**config.mk**
```make
export PLATFORM = sky130hd
export DESIGN_NAME = irq_ctrl
export DESIGN_NICKNAME = d
export VERILOG_FILES = /design/src/rtl/irq_ctrl_pkg.sv /design/src/rtl/irq_ctrl_sync.sv /design/src/rtl/irq_ctrl.sv
export SDC_FILE = /design/constraint.sdc
export NUM_CORES = 1
export LEC_CHECK = 0
export BUFFER_PORTS_ARGS = -buffer_cell sky130_fd_sc_hd__buf_2
export CAP_MARGIN = 10
export CORE_ASPECT_RATIO = 1.25
export CORE_MARGIN = 3
export CORE_UTILIZATION = 40
export DETAILED_ROUTE_END_ITERATION = 8
export SETUP_SLACK_MARGIN = 0.5
export SYNTH_ARGS = -nofsm -noshare
export SYNTH_HDL_FRONTEND = slang
export SYNTH_HIERARCHICAL = 1
export SYNTH_SLANG_ARGS = --single-unit
```
**constraint.sdc**
```tcl
create_clock -name clk -period 3.26 [get_ports clk]
set_input_delay 0.326 -clock clk [delete_from_list [all_inputs] [get_ports clk]]
set_output_delay 0.326 -clock clk [all_outputs]
set_load 0.05 [all_outputs]
```
**src/rtl/irq_ctrl_pkg.sv**
```systemverilog
// Shared constants for the irq_ctrl interrupt controller.
// Register offsets, CTRL layout and sizing limits.
package irq_ctrl_pkg;

   localparam logic [2:0] IRQ_CTRL_REG_CTRL   = 3'd0;
   localparam logic [2:0] IRQ_CTRL_REG_STATE  = 3'd1;
   localparam logic [2:0] IRQ_CTRL_REG_MASK   = 3'd2;
   localparam logic [2:0] IRQ_CTRL_REG_SET    = 3'd3;
   localparam logic [2:0] IRQ_CTRL_REG_CLEAR  = 3'd4;
   localparam logic [2:0] IRQ_CTRL_REG_MODE   = 3'd5;
   localparam logic [2:0] IRQ_CTRL_REG_POL    = 3'd6;
   localparam logic [2:0] IRQ_CTRL_REG_VECTOR = 3'd7;

   localparam int IRQ_CTRL_CTRL_COR_BIT = 0;
   localparam int IRQ_CTRL_CTRL_GEN_BIT = 1;

   localparam int IRQ_CTRL_MAX_COUNT        = 32;
   localparam int IRQ_CTRL_VECTOR_VALID_BIT = 31;

   typedef struct packed {
      logic gen;
      logic cor;
   } irq_ctrl_ctrl_t;

endpackage

```
**src/rtl/irq_ctrl_sync.sv**
```systemverilog
// Single-line multi-flop synchroniser with asynchronous clear.
// Brings one asynchronous event line into the clk domain.
module irq_ctrl_sync #(
   parameter int SYNC_STAGES = 2
) (
   input  logic clk,
   input  logic nrst,
   input  logic d_i,
   output logic q_o
);

   logic [SYNC_STAGES-1:0] sync_q;

   always_ff @(posedge clk or negedge nrst) begin
      if (!nrst) begin
         sync_q <= '0;
      end else begin
         sync_q <= {sync_q[SYNC_STAGES-2:0], d_i};
      end
   end

   assign q_o = sync_q[SYNC_STAGES-1];

endmodule

```
**src/rtl/irq_ctrl.sv**
```systemverilog
// Parametrised interrupt controller with an 8-register window.
// Define IRQ_CTRL_VECTOR_EN to enable the VECTOR priority encoder.
module irq_ctrl
   import irq_ctrl_pkg::*;
#(
   parameter int         IRQ_COUNT   = 8,
   parameter int         SYNC_STAGES = 2,
   parameter logic [6:0] BASE_ADDR   = 7'h02
) (
   input  logic                 clk,
   input  logic                 nrst,
   input  logic [IRQ_COUNT-1:0] irq_lines,
   input  logic [6:0]           addr,
   input  logic [31:0]          wr_data,
   input  logic                 wr_en,
   input  logic                 rd_en,
   output logic [31:0]          rd_data,
   output logic                 irq_n,
   output logic [IRQ_COUNT-1:0] irq_pending
);

   localparam int N = IRQ_COUNT;

   irq_ctrl_ctrl_t ctrl_q, ctrl_d;
   logic [N-1:0]   mask_q, mask_d;
   logic [N-1:0]   mode_q, mode_d;
   logic [N-1:0]   pol_q, pol_d;
   logic [N-1:0]   pend_q, pend_d;
   logic [N-1:0]   prev_q;
   logic [N-1:0]   sync_w, line_w, ev_w;
   logic [N-1:0]   set_w, clr_w;
   logic [31:0]    rd_data_q, rd_data_d;
   logic [31:0]    vec_w;
   logic           irq_n_q, irq_n_d;
   logic [7:0]     rel_w;
   logic [2:0]     off_w;
   logic           in_win_w, wr_hit_w, rd_hit_w;
   logic           unused_w;

   assign unused_w = ^wr_data;

   for (genvar g = 0; g < N; g++) begin : g_sync
      irq_ctrl_sync #(
         .SYNC_STAGES(SYNC_STAGES)
      ) u_sync (
         .clk (clk),
         .nrst(nrst),
         .d_i (irq_lines[g]),
         .q_o (sync_w[g])
      );
   end

   // 8-bit subtraction so addresses below the base wrap out of range
   assign rel_w    = {1'b0, addr} - {1'b0, BASE_ADDR};
   assign in_win_w = (rel_w < 8'd8);
   assign off_w    = rel_w[2:0];
   assign wr_hit_w = wr_en & in_win_w;
   assign rd_hit_w = rd_en & in_win_w;

   assign line_w = sync_w ^ pol_q;
   assign ev_w   = (mode_q & line_w) | (~mode_q & line_w & ~prev_q);

`ifdef IRQ_CTRL_VECTOR_EN
   logic [N-1:0] act_w;
   assign act_w = pend_q & mask_q;

   always_comb begin
      vec_w = '0;
      for (int i = N - 1; i >= 0; i--) begin
         if (act_w[i]) begin
            vec_w[4:0]                       = 5'(i);
            vec_w[IRQ_CTRL_VECTOR_VALID_BIT] = 1'b1;
         end
      end
   end
`else
   assign vec_w = '0;
`endif

   always_comb begin
      ctrl_d = ctrl_q;
      mask_d = mask_q;
      mode_d = mode_q;
      pol_d  = pol_q;
      set_w  = '0;
      clr_w  = '0;
      if (wr_hit_w) begin
         unique case (off_w)
            IRQ_CTRL_REG_CTRL:  ctrl_d = wr_data[1:0];
            IRQ_CTRL_REG_MASK:  mask_d = wr_data[N-1:0];
            IRQ_CTRL_REG_SET:   set_w  = wr_data[N-1:0];
            IRQ_CTRL_REG_CLEAR: clr_w  = wr_data[N-1:0];
            IRQ_CTRL_REG_MODE:  mode_d = wr_data[N-1:0];
            IRQ_CTRL_REG_POL:   pol_d  = wr_data[N-1:0];
            default: ;
         endcase
      end
      // clear-on-read drops exactly the bits this read returns
      if (rd_hit_w && off_w == IRQ_CTRL_REG_STATE && ctrl_q.cor) begin
         clr_w = clr_w | pend_q;
      end
   end

   assign pend_d  = (pend_q & ~clr_w) | set_w | ev_w;
   assign irq_n_d = ~(ctrl_q.gen & |(pend_q & mask_q));

   always_comb begin
      rd_data_d = rd_data_q;
      if (rd_en) begin
         rd_data_d = '0;
         if (in_win_w) begin
            unique case (off_w)
               IRQ_CTRL_REG_CTRL:   rd_data_d = {30'd0, ctrl_q};
               IRQ_CTRL_REG_STATE:  rd_data_d = 32'(pend_q);
               IRQ_CTRL_REG_MASK:   rd_data_d = 32'(mask_q);
               IRQ_CTRL_REG_MODE:   rd_data_d = 32'(mode_q);
               IRQ_CTRL_REG_POL:    rd_data_d = 32'(pol_q);
               IRQ_CTRL_REG_VECTOR: rd_data_d = vec_w;
               default:             rd_data_d = '0;
            endcase
         end
      end
   end

   always_ff @(posedge clk or negedge nrst) begin
      if (!nrst) begin
         ctrl_q    <= '0;
         mask_q    <= '0;
         mode_q    <= '0;
         pol_q     <= '0;
         pend_q    <= '0;
         prev_q    <= '0;
         rd_data_q <= '0;
         irq_n_q   <= 1'b1;
      end else begin
         ctrl_q    <= ctrl_d;
         mask_q    <= mask_d;
         mode_q    <= mode_d;
         pol_q     <= pol_d;
         pend_q    <= pend_d;
         prev_q    <= line_w;
         rd_data_q <= rd_data_d;
         irq_n_q   <= irq_n_d;
      end
   end

   assign rd_data     = rd_data_q;
   assign irq_n       = irq_n_q;
   assign irq_pending = pend_q;

endmodule

```
=== After elaboration in Yosys (flattened, before gate mapping) ===
Cells that the tools add are included.

* $add $sub $neg: 1
* Magnitude comparators: 1
* Equality and inequality tests: 6
* Multiplexer cells: 7
* Bitwise operators: 17
* Reductions and logical operators: 8

{| class="wikitable"
|+ Operators with widths
! cell !! count
|-
| $mux W8 || 6
|-
| $and A8 B8 Y8 || 5
|-
| $pmux W8 S5 || 1
|-
| $or A8 B8 Y8 || 4
|-
| $not A8 Y8 || 3
|-
| $eq A3 B3 Y1 const B || 3
|-
| $lt A8 B4 Y1 const B || 1
|-
| $reduce_and A2 Y1 || 4
|-
| $reduce_or A8 Y1 || 1
|-
| $sub A7 B2 Y8 const B || 1
|-
| $xor A8 B8 Y8 || 1
|-
| $eq A3 B2 Y1 const B || 2
|-
| $and A1 B1 Y1 || 3
|-
| $eq A3 B1 Y1 const B || 1
|-
| $logic_not A3 Y1 || 1
|-
| $logic_and A1 B1 Y1 || 2
|-
| $not A1 Y1 || 1
|}

* Register bits after elaboration: 91
* Word-level logic and storage cells: 57

=== Longest topological paths before layout ===
* Depth after elaboration: 10
* Mapped depth: 8
* Mapped depth without buffers: 6

=== Hierarchy ===
The synthesis kept the hierarchy.

{| class="wikitable"
|+ By module, submodules not included
! module !! times used !! cells each !! area each (um^2) !! sequential area each (um^2)
|-
| irq_ctrl || 1 || 237 || 2685.1 || 1277.5
|-
| irq_ctrl_sync || 8 || 2 || 50.0 || 50.0
|}

=== Worst setup path before layout ===
Ideal clock, no wire load.

* Path kind: in2reg
* Start: input port addr[1]
* End: register mode_q[0]
* Library setup time: 0.125 ns
* Arrival time: 1.896 ns
* Path slack: 1.240 ns
* Cell stages on the path: 6
* Path through: inv_1 ha_1 clkbuf_1 nor4b_4 nand3_2 mux2_2

* Cells in the longest elaborated chain, start to end: 4

{| class="wikitable"
|+ RTL lines
! element !! RTL line !! source
|-
| start, declared || irq_ctrl.sv:13 || <nowiki>input logic [6:0] addr,</nowiki>
|-
| $sub A7 B2 Y8 * || irq_ctrl.sv:54 || <nowiki>assign rel_w = {1'b0, addr} - {1'b0, BASE_ADDR};</nowiki>
|-
| $lt A8 B4 Y1 || irq_ctrl.sv:55 || <nowiki>assign in_win_w = (rel_w < 8'd8);</nowiki>
|-
| $and A1 B1 Y1 || irq_ctrl.sv:57 || <nowiki>assign wr_hit_w = wr_en & in_win_w;</nowiki>
|-
| $reduce_and A2 Y1 (no source line) * || -- ||
|-
| end signal, assigned || irq_ctrl.sv:138 || <nowiki>mode_q <= mode_d;</nowiki>
|-
| end, declared || irq_ctrl.sv:26 || <nowiki>logic [N-1:0] mode_q, mode_d;</nowiki>
|}

Mark *: on every way between the ends. The rest lies on a longest branch, timed or not.
A chain may end at the register's enable or synchronous reset.

=== Worst setup path after layout ===
* Start: input port addr[3]
* End: register mask_q[6]

* Cells in the longest elaborated chain, start to end: 4

{| class="wikitable"
|+ RTL lines
! element !! RTL line !! source
|-
| $sub A7 B2 Y8 || irq_ctrl.sv:54 ||
|-
| $lt A8 B4 Y1 || irq_ctrl.sv:55 ||
|-
| $and A1 B1 Y1 || irq_ctrl.sv:57 ||
|-
| $reduce_and A2 Y1 (no source line) || -- ||
|-
| end signal, assigned || irq_ctrl.sv:137 || <nowiki>mask_q <= mask_d;</nowiki>
|-
| end, declared || irq_ctrl.sv:25 || <nowiki>logic [N-1:0] mask_q, mask_d;</nowiki>
|}

No other way between the ends.

==> impl_metrics.ini <==
[sta]
fmax_mhz = 461
rsz0062_at_grt = no
tightest_slew_ns = 0.811
fin_setup_tns_ns = 0
post-route-period-util_pct = 66.5
fin_skew_ns = 0.00745
report.final.slew_viol_count = 0
slew_headroom_pct = 44.4
finalSetupViolCount = 0
min_period_ns = 2.17
final-hold-violation-count = 0

[cts]
clk_latency_ns = 0.33
cts_tree = done
clock_path_buffers = 2
clock-sinks = 67
htreeDepth = 3
numCtsBuffers = 9
root_buffer = clkbuf_8
clkSlewWorstSetupHoldPaths_ns = 0.07

[final_layout]
num-fill-cells = 710
multi_input_area_um2 = 1170
postLayoutCoreUtil_pct = 47.5
drive_gt1_share_pct = 30.8
seqCellArea_um2 = 1680
layout_common_cells = dfrtp_1 (66), buf_2 (43), inv_1 (28), mux2_2 (28), conb_1 (24)
diodes = 0
area_growth_pct = 14.7
final_common_cell = dfrtp_1
nNetsFinal = 360

[die]
core_area_um2 = 7440
fp.dieArea_um2 = 8810
die_w_um = 84.6
fp-row-count = 35
boundaryPins = 92
die_y_um = 104
start_util_pct = 41.4

[logic_synthesis]
synth.yosys.seq_area_share_pct = 54.4
syn_inst = 253
synth-seq-cells = 67
syn_area_per_cell_um2 = 12.2
ys_types = 32
netlist_area_um2 = 3090
yosysWarnings = 6

[placement]
dp_hpwl_um = 4630
port_buffers = 43
place_congestion = 0.781

[power_and_ir_drop]
power_density_nw_per_um2 = 529
p_leak_nw = 1.72
ir_drop_v = 0.000311

[worst_setup_path]
crit_arrival_ns = 2.39
crit_path_end_kind = flip-flop
crit_required_ns = 3.48
critPathKind = input port to flip-flop
cp-start-kind = input port
critPathMaxFanout = 8

[routing]
ant_nets = 0
vias = 2140
first_pass_iters = 4
drt-total-wl_um = 6920
drcViolationCount = 0
drt_iter0_drc = 214
wire_per_inst_um = 17.3
viasPerCell = 5.35

[grt]
grt_antenna_before_repair = 0
grt_pass1_wl_um = 11100
grt_pass1_vias = 2187
grt_max_degree = 25
gr-usage-all-layers_pct = 16.4
globalRoute.totalOverflow = 0

[status]
outcome = complete, no violations

[worst_hold_path]
min_path_type = input port to flip-flop

[job]
drv_cap = 0
[power by group]
part	switching [mW]	internal [mW]	leakage [nW]	total, mW
Combinational	0.180	0.0867	0.791	0.267
Clock	0.292	0.391	0.0995	0.682
Sequential	0.0334	0.889	0.827	0.923
Total	0.505	1.37	1.72	1.87
[through the flow]
| stage | hold slack, ns | instances | worst slack [ns] | cell area [um2] | power, mW |
|---|---|---|---|---|---|
| 6_report | 0.0913 | 400 | 1.09 | 3540 | 1.87 |
| 5_1_grt | 0.0757 | 400 | 0.976 | 3540 | 1.96 |
| 4_1_cts | 0.0725 | 400 | 1.14 | 3540 | 1.89 |
| 3_5_place_dp | 0.314 | 384 | 0.774 | 3340 | 1.20 |
| 3_3_place_gp | 0.305 | 384 | 0.760 | 3340 | 1.20 |
| 2_1_floorplan | 0.0304 | 276 | 1.24 | 3170 | 1.14 |
[per-layer routing]
layer | vias up | global-route usage (%) | wire, um
li1 | 971 | - | -
met1 | 1073 | 21.6 | 3030
met2 | 84 | 25.0 | 3270
met3 | 12 | 3.88 | 418
met4 | 0 | 8.60 | 201
met5 | - | 0 | 0
[cell type report]
type	instances	area share (%)
clock buffers	13	4.49
well taps	92	3.25
multi-input cells	147	33.1
repair buffers	51	7.85
inverters	28	2.97
clock inverters	2	0.990
flip-flops and latches	67	47.4
[path summary, 6_finish.rpt]
| check | from | cells past startpoint | endpoint | slack [ns] |
|---|---|---|---|---|
| worst max-delay path | addr[3] | 5 | mask_q[6] | 1.09 |
| worst min-delay path | irq_lines[1] | 1 | g_sync[1].u_sync/sync_q[0] | 0.09 |
| worst max register to register | ctrl_q[0] | 4 | irq_pending[3] | 1.83 |
| worst min register to register | g_sync[6].u_sync/sync_q[0] | 0 | g_sync[6].u_sync/sync_q[1] | 0.34 |
| max in group asynchronous | nrst | 3 | g_sync[5].u_sync/sync_q[1] | 2.07 |
| min in group asynchronous | nrst | 2 | g_sync[1].u_sync/sync_q[1] | 0.48 |
[sequential cells by signal, summed over array words and instances (netlist names)]
| register | flops |
|---|---|
| irq_n | 1 |
| pol_q | 8 |
| prev_q | 8 |
| rd_data | 8 |
| ctrl_q | 2 |
| mode_q | 8 |
| mask_q | 8 |
| g_sync.u_sync/sync_q | 16 |
| irq_pending | 8 |
[critical path, cell delays in order]
cell and delay [ns]:
buf_2 0.12, nor2_1 0.12, mux2i_1 0.70, nand4_1 0.64, mux2_2 0.47
[Yosys cell counts]
library cell | instances | share of area [%]
buf_2 | 1 | 0.16
dfrtp_1 | 66 | 54
a221o_1 | 8 | 2.6
xor2_1 | 9 | 2.6
inv_1 | 28 | 3.4
and4_1 | 1 | 0.28
and2_1 | 1 | 0.20
a211o_1 | 1 | 0.28
nand4_1 | 5 | 1.0
nor2_1 | 4 | 0.49
a21oi_1 | 6 | 0.97
nor4b_4 | 1 | 0.77
nand3_2 | 2 | 0.65
nor4_1 | 1 | 0.20
nand2_1 | 4 | 0.49
buf_4 | 24 | 5.8
a22oi_1 | 6 | 1.5
ha_1 | 5 | 2.0
conb_1 | 1 | 0.12
o32ai_1 | 6 | 1.7
nor3_1 | 2 | 0.32
o22ai_1 | 2 | 0.41
dfstp_2 | 1 | 0.85
a221oi_1 | 12 | 3.4
o21ai_1 | 1 | 0.16
o21a_1 | 1 | 0.24
a21boi_0 | 8 | 1.9
buf_1 | 2 | 0.24
mux2i_1 | 1 | 0.32
a41oi_1 | 8 | 2.3
mux2_2 | 28 | 10
clkbuf_1 | 7 | 0.85
[what timing repair did]
action / CTS / global route
hold buffers: 1 / 0
hold endpoints to repair: 19 / 0
gates resized for setup: 0 / 0
buffers inserted: 0 / 0
endpoints found under the setup margin: 0 / 0
[logic make-up after synthesis]
family	Yosys count	share of synthesized area, %
muxes	29	10.5
AOI/OAI and AO/OA	59	15.5
other	1	0.122
buffers and inverters	62	10.5
adders and majority gates	5	2.03
and+or+nand+nor	21	4.42
xor gates and xnor gates	9	2.55
DFF	67	54.4
No activity file was read; power rests on OpenSTA's default activity.
